File: src/rtl/h2bp_pkg.sv
// Shared types for the h2bp datapath: opcodes, the single-precision float
// view, and the FSM state and exception flag types of the multi-cycle FPU.
package h2bp_pkg;

  typedef enum logic [2:0] {
    opADD = 3'd0,
    opSUB = 3'd1,
    opMUL = 3'd2
  } opcode_t;

  // Single-precision view (EXP_W=8, FRAC_W=23); the FPU ports are plain vectors.
  typedef struct packed {
    logic        sign;
    logic [7:0]  exp;
    logic [22:0] frac;
  } float;

  typedef enum logic [2:0] {
    ST_IDLE    = 3'd0,
    ST_ALIGN   = 3'd1,
    ST_COMPUTE = 3'd2,
    ST_NORM    = 3'd3,
    ST_ROUND   = 3'd4,
    ST_OUTPUT  = 3'd5
  } fpu_state_t;

  typedef struct packed {
    logic invalid;
    logic overflow;
    logic underflow;
    logic inexact;
  } fpu_flags_t;

  localparam fpu_flags_t FLAGS_NONE = 4'b0000;

endpackage

File: src/rtl/fpu_lzc.sv
// Combinational leading-zero counter. An all-zero input reports WIDTH.
module fpu_lzc #(
  parameter int WIDTH = 27,
  parameter int CNT_W = $clog2(WIDTH + 1)
) (
  input  logic [WIDTH-1:0] value,
  output logic [CNT_W-1:0] count
);

  // Scan upward from the LSB so the highest set bit decides the final count
  always_comb begin
    count = CNT_W'(WIDTH);
    for (int i = 0; i < WIDTH; i++) begin
      count = value[i] ? CNT_W'(WIDTH - 1 - i) : count;
    end
  end

endmodule

File: src/rtl/fpu_multicycle.sv
// Multi-cycle IEEE-754 ADD/SUB/MUL with parametrised widths, round to
// nearest even on guard/round/sticky, special values and exception flags.
// Fixed five-state pipeline behind valid/ready handshakes on both sides.
module fpu_multicycle
  import h2bp_pkg::*;
#(
  parameter int EXP_W  = 8,
  parameter int FRAC_W = 23
) (
  input  logic                  clk,
  input  logic                  rst_n,
  input  logic                  in_valid,
  output logic                  in_ready,
  input  logic [2:0]            operation,
  input  logic [EXP_W+FRAC_W:0] operand_a,
  input  logic [EXP_W+FRAC_W:0] operand_b,
  output logic                  out_valid,
  input  logic                  out_ready,
  output logic [EXP_W+FRAC_W:0] result,
  output logic [3:0]            flags
);

  localparam int W   = 1 + EXP_W + FRAC_W;
  localparam int M   = FRAC_W + 1;      // mantissa incl. hidden bit
  localparam int SW  = M + 3;           // mantissa plus guard/round/sticky
  localparam int WK  = M + 4;           // working value with carry bit on top
  localparam int EW  = EXP_W + 2;       // signed exponent with headroom
  localparam int LZW = $clog2(SW + 1);
  localparam logic signed [EW-1:0] BIAS_E = EW'((1 << (EXP_W - 1)) - 1);
  localparam logic signed [EW-1:0] EMAX_E = EW'((1 << EXP_W) - 1);
  localparam logic signed [EW-1:0] E_ONE  = EW'(1);
  localparam logic [W-1:0] QNAN = {1'b0, {EXP_W{1'b1}}, 1'b1, {(FRAC_W-1){1'b0}}};

  fpu_state_t           state_r, state_nxt_s;
  logic [2:0]           op_r;
  logic [W-1:0]         a_r, b_r;
  logic                 sign_r, sub_r, special_r;
  logic signed [EW-1:0] exp_r;
  logic [M-1:0]         mx_r;
  logic [SW-1:0]        my_r;
  logic [W-1:0]         spec_res_r;
  fpu_flags_t           spec_flags_r;
  logic [WK-1:0]        work_r;
  logic [W-1:0]         result_r;
  fpu_flags_t           flags_r;

  // unpack / align
  logic                 is_add_s, is_sub_s, is_mul_s;
  logic                 sa_s, sb_s;
  logic [EXP_W-1:0]     ea_s, eb_s, e_big_s, e_small_s, diff_s;
  logic                 zero_a_s, zero_b_s, inf_a_s, inf_b_s, nan_a_s, nan_b_s;
  logic [M-1:0]         ma_s, mb_s, m_big_s, m_small_s;
  logic                 swap_s, s_big_s, s_small_s;
  logic [SW-1:0]        ext_s, sh_s;
  logic                 al_special_s, al_sign_s, al_sub_s;
  logic [W-1:0]         al_res_s;
  fpu_flags_t           al_flags_s;
  logic signed [EW-1:0] al_exp_s;
  logic [M-1:0]         al_mx_s;
  logic [SW-1:0]        al_my_s;
  // compute / normalise / round
  logic [2*M-1:0]       prod_s;
  logic [WK-1:0]        sum_s, mul_work_s, norm_work_s;
  logic [LZW-1:0]       lz_s;
  logic signed [EW-1:0] norm_exp_s, rexp_s;
  logic [M-1:0]         mant_s;
  logic                 rup_s, inexact_s;
  logic [M:0]           rnd_s;
  logic [FRAC_W-1:0]    frac_s;
  logic [W-1:0]         rres_s;
  fpu_flags_t           rflags_s;

  // FSM state register
  always_ff @(posedge clk or negedge rst_n) begin
    if (!rst_n) state_r <= ST_IDLE;
    else        state_r <= state_nxt_s;
  end

  // Next-state logic: fixed walk through the stages, hold in OUTPUT until taken
  always_comb begin
    state_nxt_s = state_r;
    case (state_r)
      ST_IDLE:    state_nxt_s = in_valid ? ST_ALIGN : ST_IDLE;
      ST_ALIGN:   state_nxt_s = ST_COMPUTE;
      ST_COMPUTE: state_nxt_s = ST_NORM;
      ST_NORM:    state_nxt_s = ST_ROUND;
      ST_ROUND:   state_nxt_s = ST_OUTPUT;
      ST_OUTPUT:  state_nxt_s = out_ready ? ST_IDLE : ST_OUTPUT;
      default:    state_nxt_s = ST_IDLE;
    endcase
  end

  // Unpack operands (denormals flush to zero), swap and align the smaller addend
  always_comb begin
    is_add_s  = (op_r == opADD);
    is_sub_s  = (op_r == opSUB);
    is_mul_s  = (op_r == opMUL);
    sa_s      = a_r[W-1];
    sb_s      = b_r[W-1] ^ is_sub_s;
    ea_s      = a_r[W-2:FRAC_W];
    eb_s      = b_r[W-2:FRAC_W];
    zero_a_s  = (ea_s == {EXP_W{1'b0}});
    zero_b_s  = (eb_s == {EXP_W{1'b0}});
    inf_a_s   = (ea_s == {EXP_W{1'b1}}) && (a_r[FRAC_W-1:0] == {FRAC_W{1'b0}});
    inf_b_s   = (eb_s == {EXP_W{1'b1}}) && (b_r[FRAC_W-1:0] == {FRAC_W{1'b0}});
    nan_a_s   = (ea_s == {EXP_W{1'b1}}) && (a_r[FRAC_W-1:0] != {FRAC_W{1'b0}});
    nan_b_s   = (eb_s == {EXP_W{1'b1}}) && (b_r[FRAC_W-1:0] != {FRAC_W{1'b0}});
    ma_s      = zero_a_s ? {M{1'b0}} : {1'b1, a_r[FRAC_W-1:0]};
    mb_s      = zero_b_s ? {M{1'b0}} : {1'b1, b_r[FRAC_W-1:0]};
    swap_s    = {eb_s, mb_s} > {ea_s, ma_s};
    e_big_s   = swap_s ? eb_s : ea_s;
    e_small_s = swap_s ? ea_s : eb_s;
    m_big_s   = swap_s ? mb_s : ma_s;
    m_small_s = swap_s ? ma_s : mb_s;
    s_big_s   = swap_s ? sb_s : sa_s;
    s_small_s = swap_s ? sa_s : sb_s;
    diff_s    = e_big_s - e_small_s;
    ext_s     = {m_small_s, 3'b000};
    if (int'(diff_s) >= SW) begin
      sh_s = {{(SW-1){1'b0}}, |ext_s};
    end else begin
      sh_s    = ext_s >> diff_s;
      sh_s[0] = sh_s[0] | (|(ext_s & ~({SW{1'b1}} << diff_s)));
    end

    if (is_mul_s) begin
      al_sign_s = sa_s ^ sb_s;
      al_sub_s  = 1'b0;
      al_exp_s  = $signed({2'b00, ea_s}) + $signed({2'b00, eb_s}) - BIAS_E;
      al_mx_s   = ma_s;
      al_my_s   = {3'b000, mb_s};
    end else begin
      al_sign_s = s_big_s;
      al_sub_s  = s_big_s ^ s_small_s;
      al_exp_s  = $signed({2'b00, e_big_s});
      al_mx_s   = m_big_s;
      al_my_s   = sh_s;
    end

    // Special operands bypass the datapath but keep the same latency
    al_special_s = 1'b1;
    al_res_s     = {W{1'b0}};
    al_flags_s   = FLAGS_NONE;
    if (!(is_add_s || is_sub_s || is_mul_s)) begin
      al_flags_s.invalid = 1'b1;
    end else if (nan_a_s || nan_b_s) begin
      al_res_s = QNAN;
    end else if (is_mul_s && ((inf_a_s && zero_b_s) || (zero_a_s && inf_b_s))) begin
      al_res_s           = QNAN;
      al_flags_s.invalid = 1'b1;
    end else if (is_mul_s && (inf_a_s || inf_b_s)) begin
      al_res_s = {sa_s ^ sb_s, {EXP_W{1'b1}}, {FRAC_W{1'b0}}};
    end else if (is_mul_s && (zero_a_s || zero_b_s)) begin
      al_res_s = {sa_s ^ sb_s, {(W-1){1'b0}}};
    end else if (!is_mul_s && inf_a_s && inf_b_s && (sa_s != sb_s)) begin
      al_res_s           = QNAN;
      al_flags_s.invalid = 1'b1;
    end else if (!is_mul_s && inf_a_s) begin
      al_res_s = {sa_s, {EXP_W{1'b1}}, {FRAC_W{1'b0}}};
    end else if (!is_mul_s && inf_b_s) begin
      al_res_s = {sb_s, {EXP_W{1'b1}}, {FRAC_W{1'b0}}};
    end else if (!is_mul_s && zero_a_s && zero_b_s) begin
      al_res_s = {sa_s & sb_s, {(W-1){1'b0}}};
    end else begin
      al_special_s = 1'b0;
    end
  end

  // Magnitude add/subtract and mantissa product; product folds into the working format
  always_comb begin
    prod_s = {{M{1'b0}}, mx_r} * {{M{1'b0}}, my_r[M-1:0]};
    if (sub_r) sum_s = {1'b0, mx_r, 3'b000} - {1'b0, my_r};
    else       sum_s = {1'b0, mx_r, 3'b000} + {1'b0, my_r};
    mul_work_s = {prod_s[2*M-1:M-3], |prod_s[M-4:0]};
  end

  fpu_lzc #(.WIDTH(SW), .CNT_W(LZW)) u_lzc (
    .value (work_r[SW-1:0]),
    .count (lz_s)
  );

  // Normalise: carry shifts right into sticky, otherwise shift out leading zeros
  always_comb begin
    if (work_r[WK-1]) begin
      norm_work_s = {1'b0, work_r[WK-1:2], work_r[1] | work_r[0]};
      norm_exp_s  = exp_r + E_ONE;
    end else begin
      norm_work_s = work_r << lz_s;
      norm_exp_s  = exp_r - $signed({{(EW-LZW){1'b0}}, lz_s});
    end
  end

  // Round to nearest even, then classify overflow/underflow/cancellation
  always_comb begin
    mant_s    = work_r[WK-2:3];
    inexact_s = |work_r[2:0];
    rup_s     = work_r[2] & (work_r[1] | work_r[0] | mant_s[0]);
    rnd_s     = {1'b0, mant_s} + {{M{1'b0}}, rup_s};
    if (rnd_s[M]) begin
      frac_s = rnd_s[M-1:1];
      rexp_s = exp_r + E_ONE;
    end else begin
      frac_s = rnd_s[M-2:0];
      rexp_s = exp_r;
    end
    rres_s   = {W{1'b0}};
    rflags_s = FLAGS_NONE;
    if (special_r) begin
      rres_s   = spec_res_r;
      rflags_s = spec_flags_r;
    end else if (work_r == {WK{1'b0}}) begin
      rres_s = {W{1'b0}};
    end else if (rexp_s >= EMAX_E) begin
      rres_s             = {sign_r, {EXP_W{1'b1}}, {FRAC_W{1'b0}}};
      rflags_s.overflow  = 1'b1;
      rflags_s.inexact   = 1'b1;
    end else if (rexp_s <= $signed({EW{1'b0}})) begin
      rres_s             = {sign_r, {(W-1){1'b0}}};
      rflags_s.underflow = 1'b1;
      rflags_s.inexact   = 1'b1;
    end else begin
      rres_s           = {sign_r, rexp_s[EXP_W-1:0], frac_s};
      rflags_s.inexact = inexact_s;
    end
  end

  // Operand capture, per-stage datapath registers and the held result
  always_ff @(posedge clk or negedge rst_n) begin
    if (!rst_n) begin
      op_r         <= 3'd0;
      a_r          <= {W{1'b0}};
      b_r          <= {W{1'b0}};
      sign_r       <= 1'b0;
      sub_r        <= 1'b0;
      special_r    <= 1'b0;
      exp_r        <= {EW{1'b0}};
      mx_r         <= {M{1'b0}};
      my_r         <= {SW{1'b0}};
      spec_res_r   <= {W{1'b0}};
      spec_flags_r <= FLAGS_NONE;
      work_r       <= {WK{1'b0}};
      result_r     <= {W{1'b0}};
      flags_r      <= FLAGS_NONE;
    end else begin
      case (state_r)
        ST_IDLE: begin
          if (in_valid) begin
            op_r <= operation;
            a_r  <= operand_a;
            b_r  <= operand_b;
          end
        end
        ST_ALIGN: begin
          sign_r       <= al_sign_s;
          sub_r        <= al_sub_s;
          exp_r        <= al_exp_s;
          mx_r         <= al_mx_s;
          my_r         <= al_my_s;
          special_r    <= al_special_s;
          spec_res_r   <= al_res_s;
          spec_flags_r <= al_flags_s;
        end
        ST_COMPUTE: work_r <= (op_r == opMUL) ? mul_work_s : sum_s;
        ST_NORM: begin
          work_r <= norm_work_s;
          exp_r  <= norm_exp_s;
        end
        ST_ROUND: begin
          result_r <= rres_s;
          flags_r  <= rflags_s;
        end
        default: begin
          result_r <= result_r;
        end
      endcase
    end
  end

  assign in_ready  = (state_r == ST_IDLE);
  assign out_valid = (state_r == ST_OUTPUT);
  assign result    = result_r;
  assign flags     = flags_r;

endmodule

File: config.mk
export PLATFORM = sky130hd
export DESIGN_NAME = fpu_multicycle
export DESIGN_NICKNAME = d
export VERILOG_FILES = /design/src/rtl/h2bp_pkg.sv /design/src/rtl/fpu_lzc.sv /design/src/rtl/fpu_multicycle.sv
export SDC_FILE = /design/constraint.sdc
export NUM_CORES = 2
export LEC_CHECK = 0
export ABC_CLOCK_PERIOD_IN_PS = 9080
export CAP_MARGIN = 20
export CELL_PAD_IN_SITES_DETAIL_PLACEMENT = 1
export CELL_PAD_IN_SITES_GLOBAL_PLACEMENT = 2
export CORE_AREA = 5 5 309 311
export CTS_CLUSTER_SIZE = 16
export DETAILED_ROUTE_END_ITERATION = 8
export DIE_AREA = 0 0 314 316
export GPL_ROUTABILITY_DRIVEN = 0
export PLACE_DENSITY = 0.88
export SLEW_MARGIN = 25
export SYNTH_ARGS = -nofsm -noshare
export SYNTH_HDL_FRONTEND = slang
export SYNTH_SLANG_ARGS = --single-unit
File: constraint.sdc
create_clock -name clk -period 9.08 [get_ports clk]
set_input_delay 1.816 -clock clk [delete_from_list [all_inputs] [get_ports clk]]
set_output_delay 1.816 -clock clk [all_outputs]
set_load 0.05 [all_outputs]
# Word-level counts from Yosys, hierarchy flattened
# Index checks and enable logic that the tools add are counted.
[classes]
n_addsub = 8
n_mul = 1
n_lt_le_gt_ge = 4
n_eq_ne = 10
shift = 3
n_mux = 88
bitwise_logic = 10
reduce_logical = 38
[ops]
columns = ["op", "n"]
rows = [
  ["32-bit two-way mux", 11],
  ["5-bit two-way mux", 26],
  ["24-bit two-way mux", 5],
  ["28-bit two-way mux", 3],
  ["31-bit two-way mux", 2],
  ["28-bit one-hot mux with 2 select lines", 1],
  ["27-bit two-way mux", 2],
  ["24-bit by 24-bit multiplier with 48-bit output", 1],
  ["23-bit zero test", 2],
  ["23-bit nonzero test", 2],
  ["32-bit > comparator", 1],
  ["10-bit two-way mux", 3],
  ["27-bit by 27-bit adder with 28-bit output", 1],
  ["28-bit zero test", 1],
  ["28-bit by 5-bit << shifter with 28-bit output", 1],
  ["27-bit by 27-bit subtractor with 28-bit output", 1],
  ["27-bit AND", 1],
  ["1-bit two-way mux", 27],
  ["27-bit NOT", 1],
  ["27-bit OR reduction", 1],
  ["27-bit by 8-bit << shifter with 27-bit output (first input constant)", 1],
  ["27-bit by 8-bit >> shifter with 27-bit output", 1],
  ["24-bit by 1-bit adder with 25-bit output", 1],
  ["24-bit OR reduction", 1],
  ["other kinds (30)", 65],
]
[word_totals]
ff_bits = 231
inputBits = 71
output_inout_bits = 38
elab_cells = 180

# Depth between registers and ports, before layout
[depth]
ltp_word = 30
mapped_depth = 29

# Hierarchy
# A second synthesis with hierarchy kept.
[hier_totals]
cells_unflattened = 4342
area_unflattened_um2 = 36386.1
[modules_own_cells]
columns = ["mod", "n_inst", "cells_per_inst", "area_each_um2", "seq_area_each_um2"]
rows = [
  ["fpu_multicycle", 1, 4291, 36108.4, 5054.8],
  ["fpu_lzc", 1, 51, 277.8, 0.0],
]

# Least setup slack after synthesis
# OpenSTA, ideal clock, no wires.
[synth_timing]
path_type = "register to register"
start = "reg my_r[0]"
end = "reg work_r[24]"
setup_time_ps = 124
t_arrival_ps = 7325
required_time_ps = 8956
path_slack_ps = 1631
path_stages_with_launch = 25
path_buffers = 2
synth_period_minus_slack_ps = 7449
path_cell_list = "dfrtp_1 -> clkbuf_1 -> clkbuf_1 -> and2_1 -> fa_1 -> fa_1 -> fa_1 -> fa_1 -> fa_1 -> inv_1 -> fa_1 -> inv_1 -> fa_1 -> ha_1 -> a2111oi_0 -> nand3_1 -> a41oi_1 -> o31ai_1 -> a221o_1 -> a31oi_1 -> o211ai_1 -> a2111o_1 -> a41oi_1 -> mux2i_1 -> nor3_1"
[synth_via]
elab_chain_cells = 4
elab_cells_between_ends = 6
classes_between = "add/sub (2); mul (1); mux (3)"
[synth_rtl]
columns = ["item", "line", "source"]
rows = [
  ["from (decl)", "fpu_multicycle.sv:40", "logic [SW-1:0] my_r;"],
  ["from (signal assigned)", "fpu_multicycle.sv:238", "my_r <= {SW{1'b0}};"],
  ["from (signal assigned)", "fpu_multicycle.sv:258", "my_r <= al_my_s;"],
  ["parallel branches: the longest is 2 deep, another holds 24-bit by 24-bit multiplier with 48-bit output", "--", ""],
  ["28-bit two-way mux *", "fpu_multicycle.sv:263", "ST_COMPUTE: work_r <= (op_r == opMUL) ? mul_work_s : sum_s;"],
  ["28-bit one-hot mux with 2 select lines *", "fpu_multicycle.sv:245", "case (state_r)"],
  ["to (signal assigned)", "fpu_multicycle.sv:241", "work_r <= {WK{1'b0}};"],
  ["to (signal assigned)", "fpu_multicycle.sv:263", ""],
  ["to (signal assigned)", "fpu_multicycle.sv:265", "work_r <= norm_work_s;"],
  ["to (decl)", "fpu_multicycle.sv:43", "logic [WK-1:0] work_r;"],
]
# Every way passes the cells marked *.
# A chain may end at the register's enable or synchronous reset.

# Worst setup path in the final report
[layout_timing]
start = "reg mx_r[8]"
end = "reg work_r[26]"
[layout_via]
elab_chain_cells = 4
elab_cells_between_ends = 6
classes_between = "add/sub (2); mul (1); mux (3)"
[layout_rtl]
columns = ["item", "line", "source"]
rows = [
  ["from (decl)", "fpu_multicycle.sv:39", "logic [M-1:0] mx_r;"],
  ["from (signal assigned)", "fpu_multicycle.sv:237", "mx_r <= {M{1'b0}};"],
  ["from (signal assigned)", "fpu_multicycle.sv:257", "mx_r <= al_mx_s;"],
  ["parallel branches: the longest is 2 deep, another holds 24-bit by 24-bit multiplier with 48-bit output", "--", ""],
  ["28-bit two-way mux *", "fpu_multicycle.sv:263", ""],
  ["28-bit one-hot mux with 2 select lines *", "fpu_multicycle.sv:245", ""],
]
# Marks and branches as above.

==> run metrics <==
outcome=finished clean; die width=approximately 310 um; Starting Density=39.6%; final hold violation count=0; worst path bufs/invs=1; detail-routed via count per cell=5.82; core footprint=92,500 um^2; cts hold-fix bufs=0; Seq/Total Area, Yosys=around 14%; clk slew on worst S/H paths=0.06 ns; die height=316 um; Primary FF master, synth=dfrtp_1; layout cells sized above 1=6.44%; Max FO, Critical Path=21; Area Overhead vs Synth=9.31%; area of the mapped netlist=~37,000 um^2; reg-to-reg startpoint=mx_r[8]; number of global-route vias before repair=34.9k; R2R Path End=work_r[26]; CTS H-Tree Depth=1; max cap viols=0; CTS Root Cell=clkbuf_16; Post-CTS Repair Setup Buffers=0; Cell Rows=roughly 110; Ys Warns=0; Sink Count=202; CP Capture Type=flip-flop; Syn Area/Cell=8.34 um^2; initial antenna violation count=4; Data arrival, critical path=9.11 ns; R2R depth=21; Gate Count Post-Synth=between 4k and 5k; Setup-failing EPs final=0; Worst-Margin Slew=1.04 ns; most area-hungry cell type in the Yosys netlist=fa_1; setup tns final=0 ns; worst clock skew=0.0116 ns; FF+latch count, synth=202; hold crit path type=reg -> reg; largest cells by area after synthesis=fa_1 (27%), dfrtp_1 (14%), ha_1 (9.6%); cts repair resizes=0; nets@finish=5,212; GRT Util Overall=26.9%; clock buffer depth=3; CP top delay family=adder cells; # IOs=around 110; Fmax=116 MHz; ANT nets after route=0; crit-path cells=nand2_1 > fa_1 > inv_1 > fa_1 > fa_1 > fa_1 > fa_1 > fa_1 > fa_1 > ha_1 > a2111oi_0 > nand3_1 > a41oi_1 > o31ai_1 > a221o_1 > a31oi_1 > o211ai_1 > a2111o_1 > a31oi_1 > nor3b_1 > a211oi_1; number of antenna diodes=0; syn nets=5,227; hold path depth=2; post-route cell area=about 40,000 um^2; post-route minimum period=just under 9 ns; Distinct cells, synth=86; Hold Crit Endpoint=flags[1]; die area=~100,000 um^2; IO buf count=around 110; CTS tree=yes; dpl cell area=39,100 um^2; Synth async-reset ratio=100%; Remaining DRCs=0; initial DRC count=2,359; Final Routed Wirelength=135,000 um; WP data required=9.53 ns; Final Max Tran Viols=0; Hold Crit Start=flags[1]; slowest stage delay, CP=0.91 ns; pin count of the biggest net entering global routing=between 100 and 150; first drt pass iteration count=6; routed len/inst=24.1 um; detailed-route via count=32.5k; Num CTS Buffers=26; number of synthesized flops with an enable pin=0; DP Wirelength=around 110,000 um; post-synth top area share=26.5%; RSZ-0062 raised after global routing=false; slowest stage cell, crit path=dfrtp_1; crit path launch type=flip-flop; first-pass GRT wire length=210,000 um; clk_lat worst skew=0.59 ns; GRT Residual Overflow=0; FILL cells=11.1k; period utilization=around 95%; Crit path top cell by count=fa_1; Rel. slew slack=30.3%; r2r setup slk=0.42 ns; critical path class=reg -> reg
-- placed cells by master (no fill, tap or decap), types with 33 or more instances in the layout --
| cell | synthesis | final |
|---|---|---|
| nand2_1 | 658 | 658 |
| buf_4 | 3 | 116 |
| xnor2_1 | 70 | 70 |
| o21ai_0 | 201 | 201 |
| fa_1 | 485 | 485 |
| a211oi_1 | 34 | 33 |
| o211ai_1 | 84 | 84 |
| nand3_1 | 69 | 69 |
| dfrtp_1 | 202 | 202 |
| a21o_1 | 38 | 38 |
| a31oi_1 | 36 | 36 |
| nor3_1 | 67 | 67 |
| nor4_1 | 36 | 36 |
| ha_1 | 280 | 280 |
| mux2i_1 | 86 | 86 |
| clkdlybuf4s50_1 | 0 | 107 |
| nor2_1 | 223 | 220 |
| a21oi_1 | 198 | 196 |
| mux2_2 | 66 | 66 |
| inv_1 | 630 | 630 |
| and2_1 | 197 | 196 |
-- worst reg2reg max path, cell delays in order, from the launching register on --
cell       delay (ns)
dfrtp_1          0.91
nand2_1          0.22
fa_1             0.59
inv_1            0.06
fa_1             0.52
fa_1             0.45
fa_1             0.44
fa_1             0.48
fa_1             0.57
fa_1             0.42
ha_1             0.36
a2111oi_0        0.53
nand3_1          0.15
a41oi_1          0.33
o31ai_1          0.30
a221o_1          0.44
a31oi_1          0.54
o211ai_1         0.26
a2111o_1         0.47
a31oi_1          0.21
nor3b_1          0.24
a211oi_1         0.07
-- synthesized netlist by cell type (20+ instances only) --
| cell | instances |
|---|---|
| nand2_1 | 658 |
| inv_1 | 630 |
| fa_1 | 485 |
| ha_1 | 280 |
| clkbuf_1 | 236 |
| nor2_1 | 223 |
| dfrtp_1 | 202 |
| o21ai_0 | 201 |
| a21oi_1 | 198 |
| and2_1 | 197 |
| mux2i_1 | 86 |
| o211ai_1 | 84 |
| xnor2_1 | 70 |
| nand3_1 | 69 |
| nor3_1 | 67 |
| mux2_2 | 66 |
| a21o_1 | 38 |
| a31oi_1 | 36 |
| nor4_1 | 36 |
| a211oi_1 | 34 |
| o31ai_1 | 26 |
| xor2_1 | 26 |
| nand2b_1 | 25 |
| a22oi_1 | 24 |
| a221oi_1 | 21 |
| and3_1 | 21 |
| nand4_1 | 21 |
| o21a_1 | 20 |
-- metrics by stage --
step                hold WS (ns)  instances  util, %  worst slack, ns
floorplan                  0.444       4391        -             1.63
detailed placement         0.460       5545     42.3            0.409
global route               0.492       5593     43.3           0.0670
finish                     0.470       5593     43.3            0.424
CTS                        0.473       5593     43.3            0.449
global placement           0.456       5545     42.3            0.709
-- worst max path at each step --
stage	depth (start not counted)	start	to
2_1_floorplan	24	my_r[0]	work_r[24]
3_5_place_dp	21	mx_r[8]	work_r[24]
5_1_grt	21	mx_r[8]	work_r[24]
4_1_cts	21	mx_r[8]	work_r[24]
3_3_place_gp	22	mx_r[8]	work_r[24]
6_report	21	mx_r[8]	work_r[26]
-- kinds of logic after synthesis --
group	synth area share, %
XOR/XNOR	2.30
flip-flops	13.8
buffers and inverters	9.35
adder cells (fa/ha/maj)	36.1
AND/OR/NAND/NOR	17.3
multiplexers	5.42
AO/OA/AOI/OAI	15.8
-- registers in the layout, indices dropped and copies added (netlist names) --
signal        count
op_r              3
special_r         1
exp_r            10
my_r             27
b_r              32
flags             4
sub_r             1
state_r           3
spec_flags_r      1
sign_r            1
spec_res_r        3
result           32
a_r              32
work_r           28
mx_r             24
-- final cells by class --
type / instances / area, um^2 / area share (%)
clock buffers: 36 / 748 / 1.87
clock inverters: 12 / 190 / 0.475
inverters: 636 / 2390 / 5.96
multi-input cells: 3285 / 28200 / 70.4
flip-flops and latches: 202 / 5050 / 12.6
well taps: 1197 / 1500 / 3.74
repair buffers: 225 / 1980 / 4.94
-- per-layer routing --
layer / share of wire, % / vias up / track usage [%]
met2: 48 / 1095 / 45.8
li1: - / 14500 / -
met1: 42 / 16600 / 35.0
met5: 0.0097 / - / 0
met4: 4.3 / 2 / 9.22
met3: 6.3 / 288 / 4.27
Power is not shown: default switching activity piles up to over one toggle a cycle in this logic, so the estimate is an artifact.
